==> config.mk <==
export PLATFORM = sky130hd
export DESIGN_NAME = ama_pipe_adder
export DESIGN_NICKNAME = d
export VERILOG_FILES = /design/src/rtl/ama_pkg.sv /design/src/rtl/ama_seg_stage.sv /design/src/rtl/ama_pipe_adder.sv
export SDC_FILE = /design/constraint.sdc
export NUM_CORES = 1
export LEC_CHECK = 0
export CORE_MARGIN = 4
export CORE_UTILIZATION = 59
export DETAILED_ROUTE_END_ITERATION = 16
export PLACE_DENSITY_LB_ADDON = 0.08
export SYNTH_ARGS = -nofsm -noshare
export SYNTH_HDL_FRONTEND = slang
export SYNTH_SLANG_ARGS = --single-unit
==> constraint.sdc <==
create_clock -name clk -period 4.3 [get_ports clk]
set_input_delay 0.86 -clock clk [delete_from_list [all_inputs] [get_ports clk]]
set_output_delay 0.86 -clock clk [all_outputs]
set_load 0.01 [all_outputs]
==> src/rtl/ama_pkg.sv <==
// Shared types, default parameters and bit-cell functions for the
// approximate mirror-adder pipeline.
package ama_pkg;

  localparam int unsigned WIDTH_DEF    = 28;
  localparam int unsigned SEG_DEF      = 4;
  localparam int unsigned APPR_MAX_DEF = 7;
  localparam int unsigned ERRW_DEF     = 16;

  // One-bit adder cell result: carry out and sum bit.
  typedef struct packed {
    logic c;
    logic s;
  } cell_t;

  // Approximate cell: the carry is simply A, and the sum is a cheap
  // function that matches the exact sum only on some input patterns.
  function automatic cell_t approx_cell(input logic a, input logic b, input logic ci);
    cell_t r;
    r.c = a;
    r.s = (~a & (b | ci)) | (a & b & ci);
    return r;
  endfunction

  // Exact full-adder cell.
  function automatic cell_t exact_cell(input logic a, input logic b, input logic ci);
    cell_t r;
    r.s = a ^ b ^ ci;
    r.c = (a & b) | (a & ci) | (b & ci);
    return r;
  endfunction

endpackage

==> src/rtl/ama_seg_stage.sv <==
// One pipeline stage: adds SEG bits starting at bit OFF, both with the
// mixed approximate/exact cells and with a fully exact reference chain,
// then registers results, carries and remaining operand bits.
module ama_seg_stage
  import ama_pkg::*;
#(
  parameter int unsigned WIDTH = WIDTH_DEF,
  parameter int unsigned SEG   = SEG_DEF,
  parameter int unsigned AW    = 3,
  parameter int unsigned OFF   = 0
) (
  input  logic             clk,
  input  logic             rst_n,
  input  logic             en,
  input  logic             valid_in,
  input  logic [AW-1:0]    n_in,
  input  logic [WIDTH-1:0] a_in,
  input  logic [WIDTH-1:0] b_in,
  input  logic             c_in,
  input  logic             ec_in,
  input  logic [WIDTH-1:0] sum_in,
  input  logic [WIDTH-1:0] ex_in,
  output logic             valid_out,
  output logic [AW-1:0]    n_out,
  output logic [WIDTH-1:0] a_out,
  output logic [WIDTH-1:0] b_out,
  output logic             c_out,
  output logic             ec_out,
  output logic [WIDTH-1:0] sum_out,
  output logic [WIDTH-1:0] ex_out
);

  // Operand bits at or below this segment are consumed; clearing them lets
  // synthesis drop those flops while the datapath keeps a uniform width.
  localparam logic [WIDTH-1:0] KEEP = ~((WIDTH'(1) << (OFF + SEG)) - WIDTH'(1));

  logic [SEG:0]   ac;
  logic [SEG:0]   xc;
  logic [SEG-1:0] seg_s;
  logic [SEG-1:0] seg_x;
  logic [WIDTH-1:0] sum_nxt;
  logic [WIDTH-1:0] ex_nxt;

  assign ac[0] = c_in;
  assign xc[0] = ec_in;

  for (genvar i = 0; i < SEG; i++) begin : g_bit
    cell_t appr_r;
    cell_t full_r;
    cell_t ref_r;
    logic  use_appr;

    assign use_appr = int'(n_in) > int'(OFF + i);
    assign appr_r   = approx_cell(a_in[OFF+i], b_in[OFF+i], ac[i]);
    assign full_r   = exact_cell(a_in[OFF+i], b_in[OFF+i], ac[i]);
    assign ref_r    = exact_cell(a_in[OFF+i], b_in[OFF+i], xc[i]);

    assign seg_s[i] = use_appr ? appr_r.s : full_r.s;
    assign ac[i+1]  = use_appr ? appr_r.c : full_r.c;
    assign seg_x[i] = ref_r.s;
    assign xc[i+1]  = ref_r.c;
  end

  // Merge this segment's sum bits into the partially built words.
  always_comb begin
    sum_nxt = sum_in;
    ex_nxt  = ex_in;
    sum_nxt[OFF +: SEG] = seg_s;
    ex_nxt[OFF +: SEG]  = seg_x;
  end

  // Stage registers; everything holds when the pipeline is stalled.
  always_ff @(posedge clk) begin
    if (!rst_n) begin
      valid_out <= 1'b0;
      n_out     <= '0;
      a_out     <= '0;
      b_out     <= '0;
      c_out     <= 1'b0;
      ec_out    <= 1'b0;
      sum_out   <= '0;
      ex_out    <= '0;
    end else if (en) begin
      valid_out <= valid_in;
      n_out     <= n_in;
      a_out     <= a_in & KEEP;
      b_out     <= b_in & KEEP;
      c_out     <= ac[SEG];
      ec_out    <= xc[SEG];
      sum_out   <= sum_nxt;
      ex_out    <= ex_nxt;
    end
  end

endmodule

==> src/rtl/ama_pipe_adder.sv <==
// Pipelined approximate adder: the n lowest bits use approximate cells,
// the rest are exact; an exact reference sum travels alongside to flag
// and count erroneous results.
module ama_pipe_adder
  import ama_pkg::*;
#(
  parameter int unsigned WIDTH    = WIDTH_DEF,
  parameter int unsigned SEG      = SEG_DEF,
  parameter int unsigned APPR_MAX = APPR_MAX_DEF,
  parameter int unsigned ERRW     = ERRW_DEF,
  localparam int unsigned AW      = $clog2(APPR_MAX + 1)
) (
  input  logic             clk,
  input  logic             rst_n,
  input  logic             in_valid,
  output logic             in_ready,
  input  logic [WIDTH-1:0] A,
  input  logic [WIDTH-1:0] B,
  input  logic             Cin,
  input  logic [AW-1:0]    appr_bits,
  output logic             out_valid,
  input  logic             out_ready,
  output logic [WIDTH-1:0] S,
  output logic             Cout,
  output logic             err,
  input  logic             err_clr,
  output logic [ERRW-1:0]  err_cnt
);

  localparam int unsigned NST = WIDTH / SEG;

  logic             adv;
  logic [AW-1:0]    n_lim;

  logic             v_c [NST+1];
  logic             c_c [NST+1];
  logic             e_c [NST+1];
  logic [AW-1:0]    n_c [NST+1];
  logic [WIDTH-1:0] a_c [NST+1];
  logic [WIDTH-1:0] b_c [NST+1];
  logic [WIDTH-1:0] s_c [NST+1];
  logic [WIDTH-1:0] x_c [NST+1];
  logic             unused_tail;

  assign adv      = ~out_valid | out_ready;
  assign in_ready = adv;

  // Clamp the requested approximate bit count to the supported maximum.
  always_comb begin
    n_lim = appr_bits;
    if (appr_bits > AW'(APPR_MAX)) begin
      n_lim = AW'(APPR_MAX);
    end
  end

  assign v_c[0] = in_valid;
  assign n_c[0] = n_lim;
  assign a_c[0] = A;
  assign b_c[0] = B;
  assign c_c[0] = Cin;
  assign e_c[0] = Cin;
  assign s_c[0] = '0;
  assign x_c[0] = '0;

  for (genvar k = 0; k < NST; k++) begin : g_stage
    ama_seg_stage #(
      .WIDTH (WIDTH),
      .SEG   (SEG),
      .AW    (AW),
      .OFF   (k * SEG)
    ) u_stage (
      .clk       (clk),
      .rst_n     (rst_n),
      .en        (adv),
      .valid_in  (v_c[k]),
      .n_in      (n_c[k]),
      .a_in      (a_c[k]),
      .b_in      (b_c[k]),
      .c_in      (c_c[k]),
      .ec_in     (e_c[k]),
      .sum_in    (s_c[k]),
      .ex_in     (x_c[k]),
      .valid_out (v_c[k+1]),
      .n_out     (n_c[k+1]),
      .a_out     (a_c[k+1]),
      .b_out     (b_c[k+1]),
      .c_out     (c_c[k+1]),
      .ec_out    (e_c[k+1]),
      .sum_out   (s_c[k+1]),
      .ex_out    (x_c[k+1])
    );
  end

  // Operands and count leaving the last stage are fully consumed.
  assign unused_tail = ^{a_c[NST], b_c[NST], n_c[NST]};

  assign out_valid = v_c[NST];
  assign S         = s_c[NST];
  assign Cout      = c_c[NST];
  assign err       = v_c[NST] & ({c_c[NST], s_c[NST]} != {e_c[NST], x_c[NST]});

  // Saturating count of delivered erroneous results; clear has priority.
  always_ff @(posedge clk) begin
    if (!rst_n) begin
      err_cnt <= '0;
    end else if (err_clr) begin
      err_cnt <= '0;
    end else if (out_valid && out_ready && err && (err_cnt != '1)) begin
      err_cnt <= err_cnt + ERRW'(1);
    end
  end

endmodule
==> results of run 1 <==
[sequential cells by signal (all words and copies together) (netlist names)]
signal                     count
g_stage.u_stage.ex_out       112
g_stage.u_stage.sum_out      112
g_stage.u_stage.a_out         84
g_stage.u_stage.b_out         84
err_cnt                       16
g_stage.u_stage.c_out          7
g_stage.u_stage.ec_out         7
g_stage.u_stage.valid_out      7
g_stage.u_stage.n_out          3
[cell usage after synthesis (all sizes together) (7+ instances only)]
library cell | instances | area share (%)
nand2 | 803 | 17
dfxtp | 432 | 48
a21boi | 372 | 16
clkbuf | 134 | 2.8
inv | 76 | 1.6
fa | 62 | 6.9
o211a | 39 | 2.2
xnor2 | 29 | 1.4
a21oi | 14 | 0.39
buf | 12 | 0.38
nand3 | 11 | 0.33
o21ai | 9 | 0.25
or4 | 8 | 0.33
nor2 | 7 | 0.15
o31ai | 7 | 0.29
[layout make-up]
type,instances,share of cell area (%)
clock buffer,61,5.923
timing repair buffer,119,6.058
sequential,432,42.21
inverter,76,1.429
tap,390,2.382
clock inverter,12,0.8122
multi-input combinational,1419,41.19
[final timing paths]
kind | endpoint | cells after the start | slack [ns] | from
worst max-delay path | g_stage[0].u_stage.sum_out[3] | 12 | 0.56 | appr_bits[1]
worst min-delay path | g_stage[5].u_stage.sum_out[6] | 2 | 0.45 | g_stage[4].u_stage.sum_out[6]
worst max register to register | g_stage[1].u_stage.sum_out[7] | 10 | 1.46 | g_stage[0].u_stage.n_out[1]
worst min register to register | g_stage[5].u_stage.sum_out[6] | 2 | 0.45 | g_stage[4].u_stage.sum_out[6]
[per-layer routing]
metal	GRT usage, %	vias to the layer above	part of all wire, %
met1	32.73	5997	53
met2	28.51	227	42
met3	2.950	36	4.3
met4	3.663	0	1.2
li1	-	6715	-
met5	0	-	0
[worst register-to-register path, delay by kind of cell (launching register included)]
kind,cells,cell delay [ns]
AO/OA/AOI/OAI,3,0.66
adder cells (fa/ha/maj),3,1.15
flip-flops,1,0.33
multiplexers,2,0.46
AND/OR/NAND/NOR,2,0.18
[power groups by stage]
stage,Combinational (mW),Sequential [mW],Clock [mW]
finish,0.409,4.20,3.67
global route,0.465,4.21,3.91
CTS,0.413,4.20,3.75
detailed placement,0.407,4.28,0
global placement,0.398,4.28,0
floorplan,0.281,4.26,0
[cell families (layout without fill, tap and decap cells)]
logic type                 after synthesis  after routing  share of synthesized area (%)
adders and majority gates               63             63                          6.989
AOI/OAI and AO/OA                      454            454                          19.25
and+or+nand+nor                        865            865                          18.90
muxes                                    8              8                         0.4604
xor gates and xnor gates                29             29                          1.416
buffers and inverters                  222            268                          4.778
DFF                                    432            432                          48.21
[through the flow]
step / power (mW) / instance area (sq um)
after floorplan: 4.545 / 17940
after CTS: 8.355 / 20490
after detailed placement: 4.692 / 19110
after global routing: 8.587 / 20490
final: 8.273 / 20490
after global placement: 4.678 / 19110
==> impl_metrics.env, run 1 <==
export IMPL_run_status="completed"
export IMPL_synth_edf_count=0
export IMPL_pwr_share_seq_pct=50.7
export IMPL_die_h_um=182.4
export IMPL_max_freq_ghz=0.2677
export IMPL_cpMostUsedCell="fa_1"
export IMPL_fillCellCount=2546
export IMPL_period_share_pct=86.88
export IMPL_synth_yosys_seq_area_share_pct=48.21
export IMPL_grt_max_degree=231
export IMPL_areaGrowthSynthToFinish_pct=14.23
export IMPL_hold_viol=0
export IMPL_critical_path_arrival_ns=4.14
export IMPL_synth_cell_types=42
export IMPL_cts_hold_buf=0
export IMPL_cts_buffer_depth=3
export IMPL_dp_slack_ns=0.05204
export IMPL_critPathMaxStageDelay_ns=0.47
export IMPL_fp_row_count=63
export IMPL_cts_setup_buffers=0
export IMPL_route_detailed_drc=0
export IMPL_drt_initial_drc_count=993
export IMPL_p_int_mw=6.525
export IMPL_diodes=0
export IMPL_fp_dieW_um=182.4
export IMPL_clkTransAtPathRegs_ns=0.06
export IMPL_synthCells=2073
export IMPL_antenna_found_initial=0
export IMPL_drt_total_wl_um=34340
export IMPL_via_per_inst=5.171
export IMPL_wire_per_inst_um=13.69
export IMPL_cts_sinks=432
export IMPL_placedCellCount=2436
export IMPL_ir_drop_uv=239.9
export IMPL_cts_tree="done"
export IMPL_grt_setup_unrepaired="false"
export IMPL_layout_cells_most_common_list="nand2_1 (803), dfxtp_1 (432), a21boi_0 (372), clkdlybuf4s50_1 (111), inv_1 (75)"
export IMPL_globalplace_congestion=0.8002
export IMPL_holdWs_ns=0.4457
export IMPL_grt_use_total_pct=20.11
export IMPL_max_slew_margin_rel_pct=34.94
export IMPL_num_io_pins=113
export IMPL_grt_pass1_wl_um=58030
export IMPL_ys_seq_elements=432
export IMPL_clock_latency_ns=0.52
export IMPL_setup_tns_ns=0
export IMPL_die_area_sq_mm=0.03326
export IMPL_synth_flop_cell="dfxtp_1"
export IMPL_total_leakage_power_nw=7.696
export IMPL_multiInputGateArea_sq_mm=0.008439
export IMPL_crit_chain="clkdlybuf4s50_1 > or3_1 > nand2_1 > o21ai_0 > fa_1 > mux2_2 > fa_1 > mux2i_1 > fa_1 > mux2i_1 > nand2_1 > o211a_1"
export IMPL_worst_path_buf_inv=1
export IMPL_finalNetCount=2219
export IMPL_final_antenna_net_count=0
export IMPL_skew_ns=0.02221
export IMPL_seq_area_sq_mm=0.008648
export IMPL_drv_cap=0
export IMPL_syn_nets=2201
export IMPL_power_switching_mw=1.748
export IMPL_setup_viol=0
export IMPL_final_common_cell="nand2_1"
export IMPL_worst_slew_pin_slew_ns=0.9760
export IMPL_power_frac_clock_pct=44.3
export IMPL_period_minus_slack_ns=3.736
export IMPL_p_sw_share_pct=21.13
export IMPL_crit_family="adder cells"
export IMPL_grt_overflow=0
export IMPL_cts_buffers=43
export IMPL_path_max_fanout=4
export IMPL_start_kind="primary input"
export IMPL_synthesis_area_sq_mm=0.01794
export IMPL_ys_async_sr_fraction_pct=0
export IMPL_htreeDepth=2
export IMPL_dr_total_vias=12975
export IMPL_grt_pass1_vias=11822
export IMPL_slew_violations=0
export IMPL_clock_tree_root_cell="clkbuf_16"
export IMPL_hold_path_class="flop to flop"
export IMPL_power_density_mw_per_mm2=403.8
export IMPL_critPathKind="primary input to flop"
export IMPL_avgSynthCellArea_sq_um=8.653
export IMPL_dp_hpwl_um=21090
export IMPL_start_util_pct=60.20
export IMPL_io_buffer_count=112
export IMPL_crit_slowest_cell="clkdlybuf4s50_1"
export IMPL_comb_power_share_pct=4.9
export IMPL_worst_slack_ns=0.5643
export IMPL_yosysWarnings=0
export IMPL_end_kind="flop"
export IMPL_stdcell_count=2509
export IMPL_core_area_sq_mm=0.02980
export IMPL_critPathRequiredTime_ns=4.70
export IMPL_drtPass1Iterations=5
export IMPL_ctsResizeCount=0
export IMPL_drive_gt1_share_pct=3.587
export IMPL_post_route_util_pct=68.77
Power figures use the tool's default switching activity.
==> run 2, diff against run 1 <==
- SETUP_SLACK_MARGIN: not set -> 0.05
==> results of run 2 <==
The final DEF is identical to that of run 1; final timing and power are the same.
==> RTL change 1 (config.mk and constraints of run 1) <==
The package constant `ERRW_DEF` goes from 16 to 17.
--- a/src/rtl/ama_pkg.sv
+++ b/src/rtl/ama_pkg.sv
@@ -5,7 +5,7 @@
   localparam int unsigned WIDTH_DEF    = 28;
   localparam int unsigned SEG_DEF      = 4;
   localparam int unsigned APPR_MAX_DEF = 7;
-  localparam int unsigned ERRW_DEF     = 16;
+  localparam int unsigned ERRW_DEF     = 17;
 
   // One-bit adder cell result: carry out and sum bit.
   typedef struct packed {
Ports: changed (resized err_cnt); port bits go from 113 to 114. No check against the original RTL was run, so the function may have changed too.
==> RTL change 1 against run 1 <==
Sequential cell count is 1 higher. Combinational power grew 7.8%. Worst setup slack improved by 0.16 ns. Routed wire length shrank 0.51%. Global-route usage about the same. Largest power group unchanged. Highest routed layer unchanged. Design area is 0.65% higher. Cell count grew 0.76%. Synthesized area grew 0.64%. Total power decreased by 0.40%.
==> RTL change 1: results (changes against run 1) <==
| Metric | Value |
|---|---|
| Status | `complete, no violations (unchanged)` |
| R2R Path Start | `g_stage[0].u_stage.n_out[0] (was g_stage[0].u_stage.n_out[1])` |
| Met3 routed WL | `1280 um (was 1470 um)` |
| FF+latch area | `0.00867 mm2 (was 0.00865 mm2)` |
| Slew @ Worst Pin | `1.21 ns (was 0.976 ns)` |
| Synth Area in Compound Gates | `0.187 (was 0.192)` |
| Area contributors post-synth | `dfxtp_1, nand2_1, a21boi_1 (was dfxtp_1, nand2_1, a21boi_0)` |
| Syn nets | `2216 (was 2201)` |
| Cell variety after synth | `35 (was 42)` |
| Hold Slack | `0.447 ns (was 0.446 ns)` |
| Routed Wire Length | `34200 um (was 34300 um)` |
| Met1 Wirelength | `17900 um (was 18000 um)` |
| Non-clock buffer share | `0.0608 (was 0.0606)` |
| Gr usage total | `0.201 (about the same)` |
| DRT iter0 DRCs | `980 (was 993)` |
| Mux cell area share after synthesis | `0.0118 (was 0.00460)` |
| Largest net degree at the start of global routing | `314 (was 231)` |
| Post-Synth Adder-Cell Area | `0.0701 (was 0.0699)` |
| Post-synth top cells | `nand2_1, dfxtp_1, a21boi_1, clkbuf_1, inv_1 (was nand2_1, dfxtp_1, a21boi_0, clkbuf_1, inv_1)` |
| Maximum vdd ir drop | `0.000288 V (was 0.000240 V)` |
| Fraction of area in multi-input gates | `0.415 (was 0.412)` |
| Placer Congestion | `0.767 (was 0.800)` |
| Sequential-to-total area share from yosys stat | `0.480 (was 0.482)` |
| First-pass GRT wire length | `58800 um (was 58000 um)` |
| Invs w/o clock | `75 (was 76)` |
| Int Pwr | `6.48 mW (was 6.52 mW)` |
| Vias in the first global route | `12100 (was 11800)` |
| Leak | `7.95 nW (was 7.70 nW)` |
| Non-Clock Buffer Count | `122 (was 119)` |
| Hold path startpoint | `g_stage[5].u_stage.sum_out[14] (was g_stage[4].u_stage.sum_out[6])` |
| Post-DP HPWL | `21000 um (was 21100 um)` |
| Arrival @ worst endpoint | `3.99 ns (was 4.14 ns)` |
| # fillers | `2504 (was 2546)` |
| Number of multi-input logic gates | `1434 (was 1419)` |
| Met2 wire len | `14400 um (about the same)` |
| Min-Delay Endpoint | `g_stage[5].u_stage.sum_out[14] (was g_stage[5].u_stage.sum_out[6])` |
| Clock Skew | `0.0117 ns (was 0.0222 ns)` |
| Post-placement setup slack | `0.179 ns (was 0.0520 ns)` |
| Share of cells above drive strength 1 | `0.0365 (was 0.0359)` |
| Clock buffer cells | `71 (was 61)` |
| Yosys reg bits | `433 (was 432)` |
## RTL change 1: critical path, stage by stage
cell and delay, ns:
clkdlybuf4s50_1 0.44, or3_1 0.44, nand2_1 0.09, o21ai_0 0.13
fa_1 0.37, mux2_2 0.30, fa_1 0.37, mux2i_1 0.25
fa_1 0.47, o211ai_1 0.18, a21boi_1 0.08
## RTL change 1: worst max path at each step
stage | to | start | cells past startpoint | slack [ns]
after floorplan | g_stage[0].u_stage.sum_out[3] | appr_bits[2] | 11 | 0.74
after global placement | g_stage[0].u_stage.sum_out[3] | appr_bits[1] | 11 | 0.30
after detailed placement | g_stage[0].u_stage.sum_out[3] | appr_bits[0] | 11 | 0.18
after CTS | g_stage[0].u_stage.sum_out[3] | appr_bits[0] | 11 | 0.74
after global routing | g_stage[0].u_stage.sum_out[3] | appr_bits[1] | 11 | 0.57
final | g_stage[0].u_stage.sum_out[3] | appr_bits[0] | 11 | 0.72
## RTL change 1: per-stage QoR
step	util	area, um2	std cells
global route	0.690	20600	2528
finish	0.690	20600	2528
detailed placement	0.644	19300	2454
global placement	0.644	19300	2454
CTS	0.690	20600	2528
floorplan	-	18100	2087
## RTL change 1: power by group through the flow
stage	Clock, mW	Sequential (mW)	Combinational, mW
after global routing	3.84	4.22	0.498
after detailed placement	0	4.29	0.438
after global placement	0	4.29	0.431
final	3.59	4.21	0.441
after floorplan	0	4.27	0.300
after CTS	3.68	4.20	0.444
## RTL change 1: layer usage
metal | up-vias | track usage
li1 | 6734 | -
met1 | 5943 | 0.325
met2 | 199 | 0.286
met3 | 44 | 0.0288
met4 | 0 | 0.0393
met5 | - | 0
==> RTL change 2 (settings of run 1) <==
Made on the original files. Reset style: asynchronous (`rst_n`), changed in 2 clocked blocks.
--- a/src/rtl/ama_seg_stage.sv
+++ b/src/rtl/ama_seg_stage.sv
@@ -70,7 +70,7 @@
   end
 
   // Stage registers; everything holds when the pipeline is stalled.
-  always_ff @(posedge clk) begin
+  always_ff @(posedge clk or negedge rst_n) begin
     if (!rst_n) begin
       valid_out <= 1'b0;
       n_out     <= '0;
--- a/src/rtl/ama_pipe_adder.sv
+++ b/src/rtl/ama_pipe_adder.sv
@@ -100,7 +100,7 @@
   assign err       = v_c[NST] & ({c_c[NST], s_c[NST]} != {e_c[NST], x_c[NST]});
 
   // Saturating count of delivered erroneous results; clear has priority.
-  always_ff @(posedge clk) begin
+  always_ff @(posedge clk or negedge rst_n) begin
     if (!rst_n) begin
       err_cnt <= '0;
     end else if (err_clr) begin
Formal check against the unedited RTL: differs if rst_n is asserted again (counterexample within 10 cycles, from zero or initial values and one cycle with rst_n low); with rst_n held inactive, the same outputs for 10 cycles.
==> RTL change 2 against run 1 <==
Maximum frequency increased by 1.7%. Utilization increased by 0.44 points. Synthesized area grew 2.3%. Register-to-register slack worse by 0.15 ns. Sequential cell count unchanged. Highest routed layer unchanged. Sequential share of layout area increased by 8.7 points. Worst setup slack improved by 0.061 ns. Routed wire length is 0.72% lower. Design area is 3.6% higher. Hold slack got worse by 0.061 ns.
Power is not compared: it rests on default switching activity, and its combinational part moved more than twofold at a synthesized area within 25%.
==> RTL change 2: results (changes against run 1) <==
| Metric | Value |
|---|---|
| Status | `complete, no violations (unchanged)` |
| # nets final | `2196 (was 2219)` |
| Vias post-DR | `12400 (was 13000)` |
| Post-placement setup slack | `0.167 ns (was 0.0520 ns)` |
| Post-DP HPWL | `21400 um (was 21100 um)` |
| Syn nets | `2121 (was 2201)` |
| Placer Congestion | `0.784 (was 0.800)` |
| Post-synth top cells | `nand2_1, dfrtp_1, inv_1, clkbuf_1, fa_1 (was nand2_1, dfxtp_1, a21boi_0, clkbuf_1, inv_1)` |
| Routed Wire Length | `34100 um (was 34300 um)` |
| Area contributors post-synth | `dfrtp_1, nand2_1, fa_1 (was dfxtp_1, nand2_1, a21boi_0)` |
| Met2 wire len | `14800 um (was 14400 um)` |
| Met1 Wirelength | `17400 um (was 18000 um)` |
| Clock Skew | `0.00682 ns (was 0.0222 ns)` |
| Inserted Clock Buffers | `44 (was 43)` |
| Largest net degree at the start of global routing | `230 (was 231)` |
| Crit Path Max Fanout | `18 (was 4)` |
| Hold Path Class | `primary input to asynchronous set/reset pin (was flop to flop)` |
| Post-synth ARST share | `1.00 (was 0)` |
| Met3 routed WL | `1330 um (was 1470 um)` |
| First-pass GRT wire length | `58900 um (was 58000 um)` |
| Gr usage total | `0.206 (was 0.201)` |
| Sequential-to-total area share from yosys stat | `0.589 (was 0.482)` |
| Port Buf Inserts | `112 (unchanged)` |
| Initial antenna violation count | `0 (unchanged)` |
| DRT iter0 DRCs | `956 (was 993)` |
| Main flop type after synthesis | `dfrtp_1 (was dfxtp_1)` |
| Slew @ Worst Pin | `1.01 ns (was 0.976 ns)` |
-- RTL change 2: cell types whose count changed in the layout (fill, tap and decap cells not counted), moves of 39 or more --
cell / before / now
dfxtp_1: 432 / 0
nor2_1: 7 / 56
a21boi_0: 372 / 0
nand2_1: 803 / 1072
a21oi_1: 14 / 53
dfrtp_1: 0 / 432
o211a_1: 39 / 0
-- RTL change 2: worst paths after layout --
check / from / endpoint / slack, ns / cells past startpoint
max: g_stage[6].u_stage.c_out / err / 0.63 / 6
min in group clk: g_stage[5].u_stage.valid_out / g_stage[6].u_stage.valid_out / 0.46 / 1
min: rst_n / g_stage[6].u_stage.ex_out[2] / 0.39 / 1
max in group asynchronous: rst_n / g_stage[3].u_stage.ex_out[12] / 2.87 / 2
min reg2reg: g_stage[5].u_stage.valid_out / g_stage[6].u_stage.valid_out / 0.46 / 1
max reg2reg: g_stage[0].u_stage.n_out[1] / g_stage[1].u_stage.sum_out[7] / 1.31 / 9
-- RTL change 2: critical path, stage by stage, from the launching register on --
cell	delay, ns
dfrtp_1	0.41
xor2_1	0.19
nor4_2	0.41
nand4_2	0.28
o21ai_4	0.48
inv_2	0.04
clkdlybuf4s50_1	0.48
-- RTL change 2: kinds of logic after synthesis --
| logic type | synth area share |
|---|---|
| fa+ha+maj | 0.0683 |
| xor+xnor | 0.0138 |
| buf+inv | 0.0374 |
| flops | 0.589 |
| compound gates | 0.0309 |
| mux | 0.00811 |
| simple gates | 0.253 |
-- RTL change 2: cell type report --
class | instances | area, um2 | area share
Clock buffer | 64 | 1310 | 0.0616
Clock inverter | 15 | 158 | 0.00743
Inverter | 76 | 293 | 0.0138
Multi-Input combinational cell | 1388 | 6870 | 0.324
Sequential cell | 432 | 10800 | 0.509
Tap cell | 396 | 495 | 0.0233
Timing Repair Buffer | 126 | 1290 | 0.0610
-- RTL change 2: stage by stage --
stage               total power, mW  cells  area (um2)
global placement               11.5   2418       19800
detailed placement             11.8   2418       19800
finish                         15.5   2497       21200
global route                   16.8   2497       21200
floorplan                      10.2   1993       18400
CTS                            15.7   2497       21200
-- RTL change 2: power by group --
part | switching [mW] | internal, mW
clock | 1.50 | 2.29
sequential | 1.14 | 5.88
combinational | 2.82 | 1.88
total | 5.45 | 10.0
-- RTL change 2: routing by layer --
| layer | track usage | vias to the layer above |
|---|---|---|
| met1 | 0.345 | 5913 |
| met5 | 0 | - |
| met4 | 0.0390 | 0 |
| met2 | 0.294 | 219 |
| li1 | - | 6260 |
| met3 | 0.0274 | 35 |
